$ cat config.mk
export PLATFORM = sky130hd
export DESIGN_NAME = null_src_sink_core
export DESIGN_NICKNAME = d
export VERILOG_FILES = /design/src/rtl/null_src_sink_pkg.sv /design/src/rtl/null_src_sink_counter.sv /design/src/rtl/null_src_sink_core.sv
export SDC_FILE = /design/constraint.sdc
export NUM_CORES = 2
export LEC_CHECK = 0
export ABC_AREA = 1
export CORE_MARGIN = 5
export CORE_UTILIZATION = 45
export CTS_CLUSTER_DIAMETER = 200
export DETAILED_ROUTE_END_ITERATION = 6
export PLACE_DENSITY = 0.75
export SYNTH_ARGS = -nofsm -noshare
export SYNTH_HDL_FRONTEND = slang
export SYNTH_SLANG_ARGS = --single-unit
export TNS_END_PERCENT = 30
$ cat constraint.sdc
create_clock -name rfnoc_chdr_clk -period 3.2 [get_ports rfnoc_chdr_clk]
set_input_delay 0.48 -clock rfnoc_chdr_clk [delete_from_list [all_inputs] [get_ports rfnoc_chdr_clk]]
set_output_delay 0.48 -clock rfnoc_chdr_clk [all_outputs]
set_load 0.02 [all_outputs]
$ cat src/rtl/null_src_sink_pkg.sv
// Shared definitions for the null source/sink/loopback core:
// register map, counter width and source FSM states.
package null_src_sink_pkg;

  localparam int unsigned CNT_W   = 64;
  localparam int unsigned NUM_CNT = 6;

  localparam logic [19:0] REG_CTRL_STATUS        = 20'h00;
  localparam logic [19:0] REG_SRC_LINES_PER_PKT  = 20'h04;
  localparam logic [19:0] REG_SRC_BYTES_PER_PKT  = 20'h08;
  localparam logic [19:0] REG_SRC_LINE_CNT_LO    = 20'h10;
  localparam logic [19:0] REG_SRC_LINE_CNT_HI    = 20'h14;
  localparam logic [19:0] REG_SRC_PKT_CNT_LO     = 20'h18;
  localparam logic [19:0] REG_SRC_PKT_CNT_HI     = 20'h1C;
  localparam logic [19:0] REG_SNK_LINE_CNT_LO    = 20'h20;
  localparam logic [19:0] REG_SNK_LINE_CNT_HI    = 20'h24;
  localparam logic [19:0] REG_SNK_PKT_CNT_LO     = 20'h28;
  localparam logic [19:0] REG_SNK_PKT_CNT_HI     = 20'h2C;
  localparam logic [19:0] REG_LOOP_LINE_CNT_LO   = 20'h30;
  localparam logic [19:0] REG_LOOP_LINE_CNT_HI   = 20'h34;
  localparam logic [19:0] REG_LOOP_PKT_CNT_LO    = 20'h38;
  localparam logic [19:0] REG_LOOP_PKT_CNT_HI    = 20'h3C;

  typedef enum logic {
    SRC_IDLE,
    SRC_RUN
  } src_state_t;

endpackage

$ cat src/rtl/null_src_sink_counter.sv
// Line and packet counters for one stream port; clear has priority
// over increment and both counters wrap silently.
module null_src_sink_counter
  import null_src_sink_pkg::*;
(
  input  logic             clk,
  input  logic             rst_n,
  input  logic             clear,
  input  logic             valid,
  input  logic             ready,
  input  logic             last,
  output logic [CNT_W-1:0] line_cnt,
  output logic [CNT_W-1:0] pkt_cnt
);

  always_ff @(posedge clk or negedge rst_n) begin
    if (!rst_n) begin
      line_cnt <= '0;
      pkt_cnt  <= '0;
    end else if (clear) begin
      line_cnt <= '0;
      pkt_cnt  <= '0;
    end else if (valid && ready) begin
      line_cnt <= line_cnt + 1'b1;
      if (last) pkt_cnt <= pkt_cnt + 1'b1;
    end
  end

endmodule

$ cat src/rtl/null_src_sink_core.sv
// Payload core of the null source/sink/loopback block: counting-pattern
// source on m0, discarding sink on s0, loopback s1->m1, register bus.
module null_src_sink_core
  import null_src_sink_pkg::*;
#(
  parameter int CHDR_W = 64,
  parameter int ITEM_W = 32,
  parameter int NIPC   = 2
) (
  input  logic              rfnoc_chdr_clk,
  input  logic              rfnoc_chdr_rst_n,
  input  logic [CHDR_W-1:0] s0_tdata,
  input  logic              s0_tlast,
  input  logic              s0_tvalid,
  output logic              s0_tready,
  input  logic [CHDR_W-1:0] s1_tdata,
  input  logic              s1_tlast,
  input  logic              s1_tvalid,
  output logic              s1_tready,
  output logic [CHDR_W-1:0] m0_tdata,
  output logic              m0_tlast,
  output logic              m0_tvalid,
  input  logic              m0_tready,
  output logic [15:0]       m0_tlength,
  output logic [CHDR_W-1:0] m1_tdata,
  output logic              m1_tlast,
  output logic              m1_tvalid,
  input  logic              m1_tready,
  input  logic              ctrlport_req_wr,
  input  logic              ctrlport_req_rd,
  input  logic [19:0]       ctrlport_req_addr,
  input  logic [31:0]       ctrlport_req_data,
  output logic              ctrlport_resp_ack,
  output logic [31:0]       ctrlport_resp_data
);

  logic             clk, rst_n;
  logic             src_en, clear;
  logic [31:0]      lines_per_pkt, bytes_per_pkt, rd_mux;
  logic [31:0]      shadow [NUM_CNT];
  logic [CNT_W-1:0] cnt_val [NUM_CNT];

  assign clk   = rfnoc_chdr_clk;
  assign rst_n = rfnoc_chdr_rst_n;

  // Loopback and sink
  assign m1_tdata   = s1_tdata;
  assign m1_tlast   = s1_tlast;
  assign m1_tvalid  = s1_tvalid;
  assign s1_tready  = m1_tready;
  assign s0_tready  = 1'b1;
  assign m0_tlength = bytes_per_pkt[15:0];

  assign clear = ctrlport_req_wr && (ctrlport_req_addr == REG_CTRL_STATUS) && ctrlport_req_data[0];

  null_src_sink_counter u_src_cnt (.clk(clk), .rst_n(rst_n), .clear(clear),
    .valid(m0_tvalid), .ready(m0_tready), .last(m0_tlast),
    .line_cnt(cnt_val[0]), .pkt_cnt(cnt_val[1]));
  null_src_sink_counter u_snk_cnt (.clk(clk), .rst_n(rst_n), .clear(clear),
    .valid(s0_tvalid), .ready(1'b1), .last(s0_tlast),
    .line_cnt(cnt_val[2]), .pkt_cnt(cnt_val[3]));
  null_src_sink_counter u_loop_cnt (.clk(clk), .rst_n(rst_n), .clear(clear),
    .valid(s1_tvalid), .ready(m1_tready), .last(s1_tlast),
    .line_cnt(cnt_val[4]), .pkt_cnt(cnt_val[5]));

  always_comb begin
    rd_mux = '0;
    case (ctrlport_req_addr)
      REG_CTRL_STATUS:       rd_mux = {8'(NIPC), 8'(ITEM_W), 14'd0, src_en, 1'b0};
      REG_SRC_LINES_PER_PKT: rd_mux = lines_per_pkt;
      REG_SRC_BYTES_PER_PKT: rd_mux = bytes_per_pkt;
      default: begin
        for (int unsigned i = 0; i < NUM_CNT; i++) begin
          if (ctrlport_req_addr == REG_SRC_LINE_CNT_LO + 20'(i * 8))
            rd_mux = cnt_val[i][31:0];
          if (ctrlport_req_addr == REG_SRC_LINE_CNT_HI + 20'(i * 8))
            rd_mux = shadow[i];
        end
      end
    endcase
  end

  always_ff @(posedge clk or negedge rst_n) begin
    if (!rst_n) begin
      src_en             <= 1'b0;
      lines_per_pkt      <= '0;
      bytes_per_pkt      <= '0;
      ctrlport_resp_ack  <= 1'b0;
      ctrlport_resp_data <= '0;
      for (int unsigned i = 0; i < NUM_CNT; i++) shadow[i] <= '0;
    end else begin
      ctrlport_resp_ack  <= ctrlport_req_rd || ctrlport_req_wr;
      ctrlport_resp_data <= ctrlport_req_rd ? rd_mux : '0;
      if (ctrlport_req_wr) begin
        case (ctrlport_req_addr)
          REG_CTRL_STATUS:       src_en        <= ctrlport_req_data[1];
          REG_SRC_LINES_PER_PKT: lines_per_pkt <= ctrlport_req_data;
          REG_SRC_BYTES_PER_PKT: bytes_per_pkt <= ctrlport_req_data;
          default: ;
        endcase
      end
      if (ctrlport_req_rd) begin
        for (int unsigned i = 0; i < NUM_CNT; i++)
          if (ctrlport_req_addr == REG_SRC_LINE_CNT_LO + 20'(i * 8))
            shadow[i] <= cnt_val[i][63:32];
      end
    end
  end

  // Source FSM; m0 beat outputs are computed one cycle ahead and registered
  src_state_t        state, state_nxt;
  logic [31:0]       beat, beat_nxt, plen, plen_nxt;
  logic              tvalid_nxt, tlast_nxt, hs;
  logic [CHDR_W-1:0] tdata_nxt;
  logic [CNT_W-1:0]  cur_line, next_line;

  function automatic logic [CHDR_W-1:0] line_pattern(input logic [CNT_W-1:0] l);
    logic [CHDR_W-1:0] p;
    p = '0;
    for (int unsigned i = 0; i < NIPC; i++)
      p[i*ITEM_W +: ITEM_W] = {~l[ITEM_W/2-1:0], l[ITEM_W/2-1:0]};
    return p;
  endfunction

  assign hs        = m0_tvalid && m0_tready;
  assign cur_line  = clear ? '0 : cnt_val[0];
  assign next_line = clear ? '0 : cnt_val[0] + 1'b1;

  always_comb begin
    state_nxt  = state;
    beat_nxt   = beat;
    plen_nxt   = plen;
    tvalid_nxt = m0_tvalid;
    tlast_nxt  = m0_tlast;
    tdata_nxt  = m0_tdata;
    case (state)
      SRC_IDLE: begin
        beat_nxt = '0;
        if (src_en) begin
          state_nxt  = SRC_RUN;
          tvalid_nxt = 1'b1;
          plen_nxt   = lines_per_pkt;
          tdata_nxt  = line_pattern(cur_line);
          tlast_nxt  = (lines_per_pkt == '0);
        end
      end
      SRC_RUN: begin
        if (hs && m0_tlast) begin
          beat_nxt = '0;
          if (src_en) begin
            plen_nxt  = lines_per_pkt;
            tdata_nxt = line_pattern(next_line);
            tlast_nxt = (lines_per_pkt == '0);
          end else begin
            state_nxt  = SRC_IDLE;
            tvalid_nxt = 1'b0;
            tlast_nxt  = 1'b0;
          end
        end else if (hs) begin
          beat_nxt  = beat + 1'b1;
          tdata_nxt = line_pattern(next_line);
          tlast_nxt = (beat + 1'b1 == plen);
        end
      end
      default: state_nxt = SRC_IDLE;
    endcase
  end

  always_ff @(posedge clk or negedge rst_n) begin
    if (!rst_n) begin
      state     <= SRC_IDLE;
      beat      <= '0;
      plen      <= '0;
      m0_tvalid <= 1'b0;
      m0_tlast  <= 1'b0;
      m0_tdata  <= '0;
    end else begin
      state     <= state_nxt;
      beat      <= beat_nxt;
      plen      <= plen_nxt;
      m0_tvalid <= tvalid_nxt;
      m0_tlast  <= tlast_nxt;
      m0_tdata  <= tdata_nxt;
    end
  end

endmodule

Word-level counts from Yosys, hierarchy flattened
Cells that the tools add are included.
Widths: inputs -> output; s select.
{"block": "op_classes", "reduce_logical": 29, "bitwise": 3, "n_eq_ne": 20, "n_mux": 54, "addsub": 7}
{"op": "$mux 64", "count": 19}
{"op": "$mux 32", "count": 17}
{"op": "$add 64x1->64 const B", "count": 6}
{"op": "$eq 20x6->1 const B", "count": 8}
{"op": "$pmux 32 s2", "count": 2}
{"op": "$pmux 64 s2", "count": 1}
{"op": "$pmux 32 s3", "count": 1}
{"op": "$eq 20x5->1 const B", "count": 4}
{"op": "$add 32x1->32 const B", "count": 1}
{"op": "$eq 32x32->1", "count": 1}
{"op": "$logic_not 32->1", "count": 1}
{"op": "$mux 16", "count": 2}
{"op": "$not 16->16", "count": 2}
{"op": "$reduce_and 2->1", "count": 13}
{"op": "$eq 20x3->1 const B", "count": 1}
{"op": "$eq 20x4->1 const B", "count": 1}
{"op": "$logic_not 20->1", "count": 1}
{"op": "$reduce_bool 2->1", "count": 6}
{"op": "$mux 1", "count": 9}
{"op": "$pmux 1 s2", "count": 3}
{"op": "$reduce_and 3->1", "count": 2}
{"op": "$logic_and 1x1->1", "count": 5}
{"op": "$ne 2x2->1 const B", "count": 2}
{"op": "$ne 3x1->1 const B", "count": 1}
{"op": "4 further kinds", "count": 4}
{"block": "totals", "reg_bits": 805, "inputBits": 190}

Longest topological paths before layout
{"block": "depth", "depth_word": 15, "mapped_depth": 18, "depth_no_buf": 18}

Hierarchy
A second synthesis with hierarchy kept.
{"block": "unflattened", "hier_cells": 6418, "hier_area_um2": 45238.4}
{"mod": "null_src_sink_core", "seq_area_each_um2": 9734.3, "area_each_um2": 20920.1, "cells_per_inst": 2570, "instances": 1}
{"mod": "null_src_sink_counter (u_loop_cnt ...)", "seq_area_each_um2": 3203.1, "area_each_um2": 8121.5, "cells_per_inst": 1291, "instances": 2}
{"mod": "null_src_sink_counter (u_src_cnt)", "seq_area_each_um2": 3203.1, "area_each_um2": 8075.2, "cells_per_inst": 1266, "instances": 1}

Worst setup path after synthesis
No wires, ideal clock.
{"block": "synth_path", "path_kind": "input to register", "start": "in ctrlport_req_addr[15]", "end": "reg u_src_cnt.pkt_cnt[16]", "arrival_time_ps": 2166, "slack_ps": 909, "stages": 17, "setup_ps": 126, "cell_sequence": "nor2_1 > nand2_1 > nor2_4 > nand2_2 > clkinv_2 > nand2_2 > clkinv_2 > nand3_4 > buf_6 > nand2_4 > inv_4 > nor2_8 > nand3_2 > nor2_2 > nand3_2 > o21ai_1 > a21boi_2"}
{"block": "synth_via", "elab_chain_len": 5}
{"element": "from (decl)", "line": "null_src_sink_core.sv:31", "rtl": "input logic [19:0] ctrlport_req_addr,"}
{"element": "$logic_not 20->1 *", "line": "null_src_sink_core.sv:54", "rtl": "assign clear = ctrlport_req_wr && (ctrlport_req_addr == REG_CTRL_STATUS) && ctrlport_req_data[0];"}
{"element": "$logic_and 1x1->1 * (2 in series)", "line": "null_src_sink_core.sv:54"}
{"element": "$reduce_bool 2->1 (no source line)"}
{"element": "$reduce_and 2->1 (no source line)"}
{"element": "to (signal assigned)", "line": "null_src_sink_counter.sv:25", "rtl": "if (last) pkt_cnt <= pkt_cnt + 1'b1;"}
{"element": "to (decl)", "line": "null_src_sink_counter.sv:13", "rtl": "output logic [CNT_W-1:0] pkt_cnt"}
Every way passes the cells marked *; elsewhere a longest branch is shown, timed or not.
A chain may end at the register's enable or synchronous reset.

Worst setup path after layout
{"block": "layout_path", "start": "reg u_loop_cnt.pkt_cnt[1]", "end": "reg u_loop_cnt.pkt_cnt[48]"}
{"block": "layout_via", "elab_chain_len": 4}
{"element": "from (decl)", "line": "null_src_sink_counter.sv:13"}
{"element": "from (signal assigned)", "line": "null_src_sink_counter.sv:25"}
{"element": "$add 64x1->64", "line": "null_src_sink_counter.sv:25"}
{"element": "$mux 64", "line": "null_src_sink_counter.sv:25"}
{"element": "$mux 64", "line": "null_src_sink_counter.sv:23", "rtl": "end else if (valid && ready) begin"}
{"element": "$mux 64", "line": "null_src_sink_counter.sv:20", "rtl": "end else if (clear) begin"}
Every way passes these cells. The select of a mux whose other input is x is not followed.

==> metrics.yaml <==
run_status:
  outcome: "finished clean"
timing:
  max_freq_mhz: 342
  post-route-period-util_pct: 91.3
  finalSetupViolCount: 0
  finalWorstSetupSlack_ps: 279
  period_needed_ps: 2920
  fin_skew_ps: 40.8
  maxSlewViolCount: 0
  worst_pin_slew_ps: 898
  fin_tns_setup_ps: 0
  grt_setup_unrepaired: "no"
  max-slew-margin-rel_pct: 39.7
  hold_viol: 0
job:
  max_cap_violations: 0
critical_path:
  crit_start: "u_loop_cnt.pkt_cnt[1]"
  r2r_slack_ps: 280
  cp-start-kind: "register"
  critical_path_class: "reg -> reg"
  reg2reg_depth: 16
  crit_fanout: 5
  reg2reg_from: "u_loop_cnt.pkt_cnt[1]"
  cp-end-kind: "register"
  worstPathRequired_ps: 3800
  arrival_ps: 3530
synthesis:
  synth_seq_area_share_pct: 44.5
  ys_ff_latch: 773
  syn_inst: 5884
  synth-edff-count: 0
  synthFlopType: "dfrtp_1"
  syn_nets: 6081
  yosysWarnings: 0
  synthTopCellsByArea: "dfrtp_1 (44%), nand2_1 (10%), o21ai_0 (8.2%)"
  synth_top_area_share_pct: 44.5
  synth.cell_area_um2: 43500
  syn_avg_cell_area_um2: 7.39
  yosysTopAreaCell: "dfrtp_1"
  async_flop_share_pct: 100
  synth_cell_type_count: 62
floorplanning:
  die_height_um: 321
  chipWidth_um: 321
  start_util_pct: 45.2
  dieArea_um2: 103000
  num_io_pins: 373
  core-area_um2: 96300
  rows: 114
routing:
  drt_iter0_markers: 5002
  drc: 0
  finalWirelength_um: 157000
  post_drt_wl_per_cell_um: 21.0
  viasPerCell: 5.72
  vias: 42800
  ant_nets: 0
  dr.pass1.iters: 7
power_and_ir_drop:
  p_int_w: 0.0191
  p_sw_w: 0.00916
  swShare_pct: 32.4
  combPwrFrac_pct: 20.5
  clock_power_share_pct: 38.4
  powerDensity_nw_per_um2: 552
  peakVddDrop_uv: 400
  p_seq_share_pct: 41.0
  leakage_nw: 22.8
clock_tree:
  clockBufferDepth: 3
  cts.sinks: 773
  cts_hold_buf: 1
  htreeDepth: 3
  postCtsSetupBuffers: 0
  clkTransAtPathRegs_ps: 60
  cts_made_buffers: 88
  cts_tree: "done"
  cts-root-buf: "clkbuf_16"
  cts_resized: 0
  clock_latency_ps: 680
finish:
  final_cell_mix: "nand2_1 (1194), dfrtp_1 (773), inv_1 (738)"
  final_common_cell: "nand2_1"
  fin_cells: 7492
  fin_nets: 6343
  diodes: 0
  areaGrowthSynthToFinish_pct: 17.9
  stdcell_area_um2: 51300
  drive_gt1_share_pct: 9.19
worst_hold_path:
  hp-class: "in -> async"
global_routing:
  grt_remaining_overflow: 0
  grt_pass1_vias: 40200
  gr-usage-all-layers_pct: 29.7
  grt_max_degree: 95
  antenna_found_initial: 0
  grt_pass1_wl_um: 240000
placement:
  numPortBuffers: 179
  placed_cells: 7331
  gp_congestion: 1.03
  postPlaceCellArea_um2: 48200
  hpwl_um: 121000
  dp_slack_ps: -246
==> Yosys cell counts, types with 2 or more instances <==
library cell  instances
nand2_1            1197
nor3b_2               5
nor3b_1               4
nand3_4               2
o211ai_1              4
a21oi_1             262
clkinv_2              3
and3_1                2
mux2_2               10
nor2_2               19
o21ai_0             714
o21a_1               41
o221a_2               4
a211oi_1              8
nor2_1              577
dfrtp_1             773
nor4_4                2
buf_1                11
a221oi_1              6
clkinv_1              6
or2_2                 5
ha_1                  7
xnor2_1               7
o21ai_1              42
buf_4               117
inv_2                 9
inv_1               738
o22ai_1              50
clkbuf_1            180
nor3_1              259
nor4_2                3
nand4_2               3
nand3_1             326
nand3_2               7
buf_2                13
nand2_4               3
a31oi_1              22
xor2_1              126
nand3b_1             23
nor2_4                6
nand4_1             170
nor4_1               85
nand2_2               7
o31ai_1               2
nor3_2                7
==> layout make-up <==
| cell class | count | area (um^2) |
|---|---|---|
| tap | 1276 | 1600 |
| fill | 9214 | 45000 |
| clock buffer | 119 | 2470 |
| sequential | 773 | 19300 |
| timing repair buffer | 495 | 4710 |
| multi-input combinational | 4031 | 19700 |
| inverter | 757 | 2850 |
| clock inverter | 41 | 598 |
==> worst max-delay path, stage by stage (launching register included) <==
cell,delay [ps]
dfrtp_1,420
ha_1,200
nand2_1,110
nor2_1,290
inv_1,110
nor2_1,180
inv_1,90
nor2_1,90
nand4_1,80
nor3_1,180
buf_4,170
nand4_1,130
nor2_1,220
buf_4,150
nand3_1,100
a21oi_1,170
o21a_1,140
==> metal layers <==
layer / part of all wire, % / global-route usage (%)
met5: 0 / 0
met4: 4.7 / 12.3
met3: 10 / 6.62
met2: 43 / 44.3
met1: 42 / 42.0
==> worst paths after layout <==
check                                            to
setup / recovery             u_loop_cnt.pkt_cnt[48]
hold / removal                         m0_tdata[42]
setup reg to reg             u_loop_cnt.pkt_cnt[48]
hold reg to reg              u_src_cnt.line_cnt[46]
max in group asynchronous    u_loop_cnt.pkt_cnt[63]
min in group rfnoc_chdr_clk        bytes_per_pkt[9]
==> kinds of logic after synthesis <==
family                     Yosys count  synth area share (%)
other                                1               0.00862
xor gates and xnor gates           134                  2.73
AOI/OAI and AO/OA                 1164                  14.1
and+or+nand+nor                   2715                  27.8
buffers and inverters             1080                  10.4
DFF                                773                  44.5
muxes                               10                 0.259
adders and majority gates            7                 0.201
==> power groups by stage <==
stage | clock network [W] | registers [W] | logic [W]
2_1_floorplan | 0 | 0.0116 | 0.00353
5_1_grt | 0.0114 | 0.0117 | 0.00634
3_5_place_dp | 0 | 0.0117 | 0.00572
4_1_cts | 0.0110 | 0.0116 | 0.00575
3_3_place_gp | 0 | 0.0117 | 0.00564
6_report | 0.0109 | 0.0116 | 0.00582
==> state kept, by name, summed over array words and instances, names as in the netlist <==
name,flops
shadow,192
u_snk_cnt.line_cnt,64
ctrlport_resp_data,32
m0_tvalid,1
bytes_per_pkt,32
plen,32
beat,32
src_en,1
u_snk_cnt.pkt_cnt,64
m0_tlast,1
u_loop_cnt.line_cnt,64
m0_tdata,32
u_loop_cnt.pkt_cnt,64
lines_per_pkt,32
ctrlport_resp_ack,1
state,1
u_src_cnt.line_cnt,64
u_src_cnt.pkt_cnt,64
==> metrics by stage <==
| step | power, W | utilization, % | hold slack (ps) |
|---|---|---|---|
| finish | 0.0283 | 53.2 | 380 |
| global route | 0.0295 | 53.2 | 394 |
| CTS | 0.0283 | 53.2 | 363 |
| detailed placement | 0.0175 | 50.0 | 455 |
| global placement | 0.0174 | 50.0 | 448 |
| floorplan | 0.0152 | - | 184 |
No activity file was read; power rests on OpenSTA's default activity.
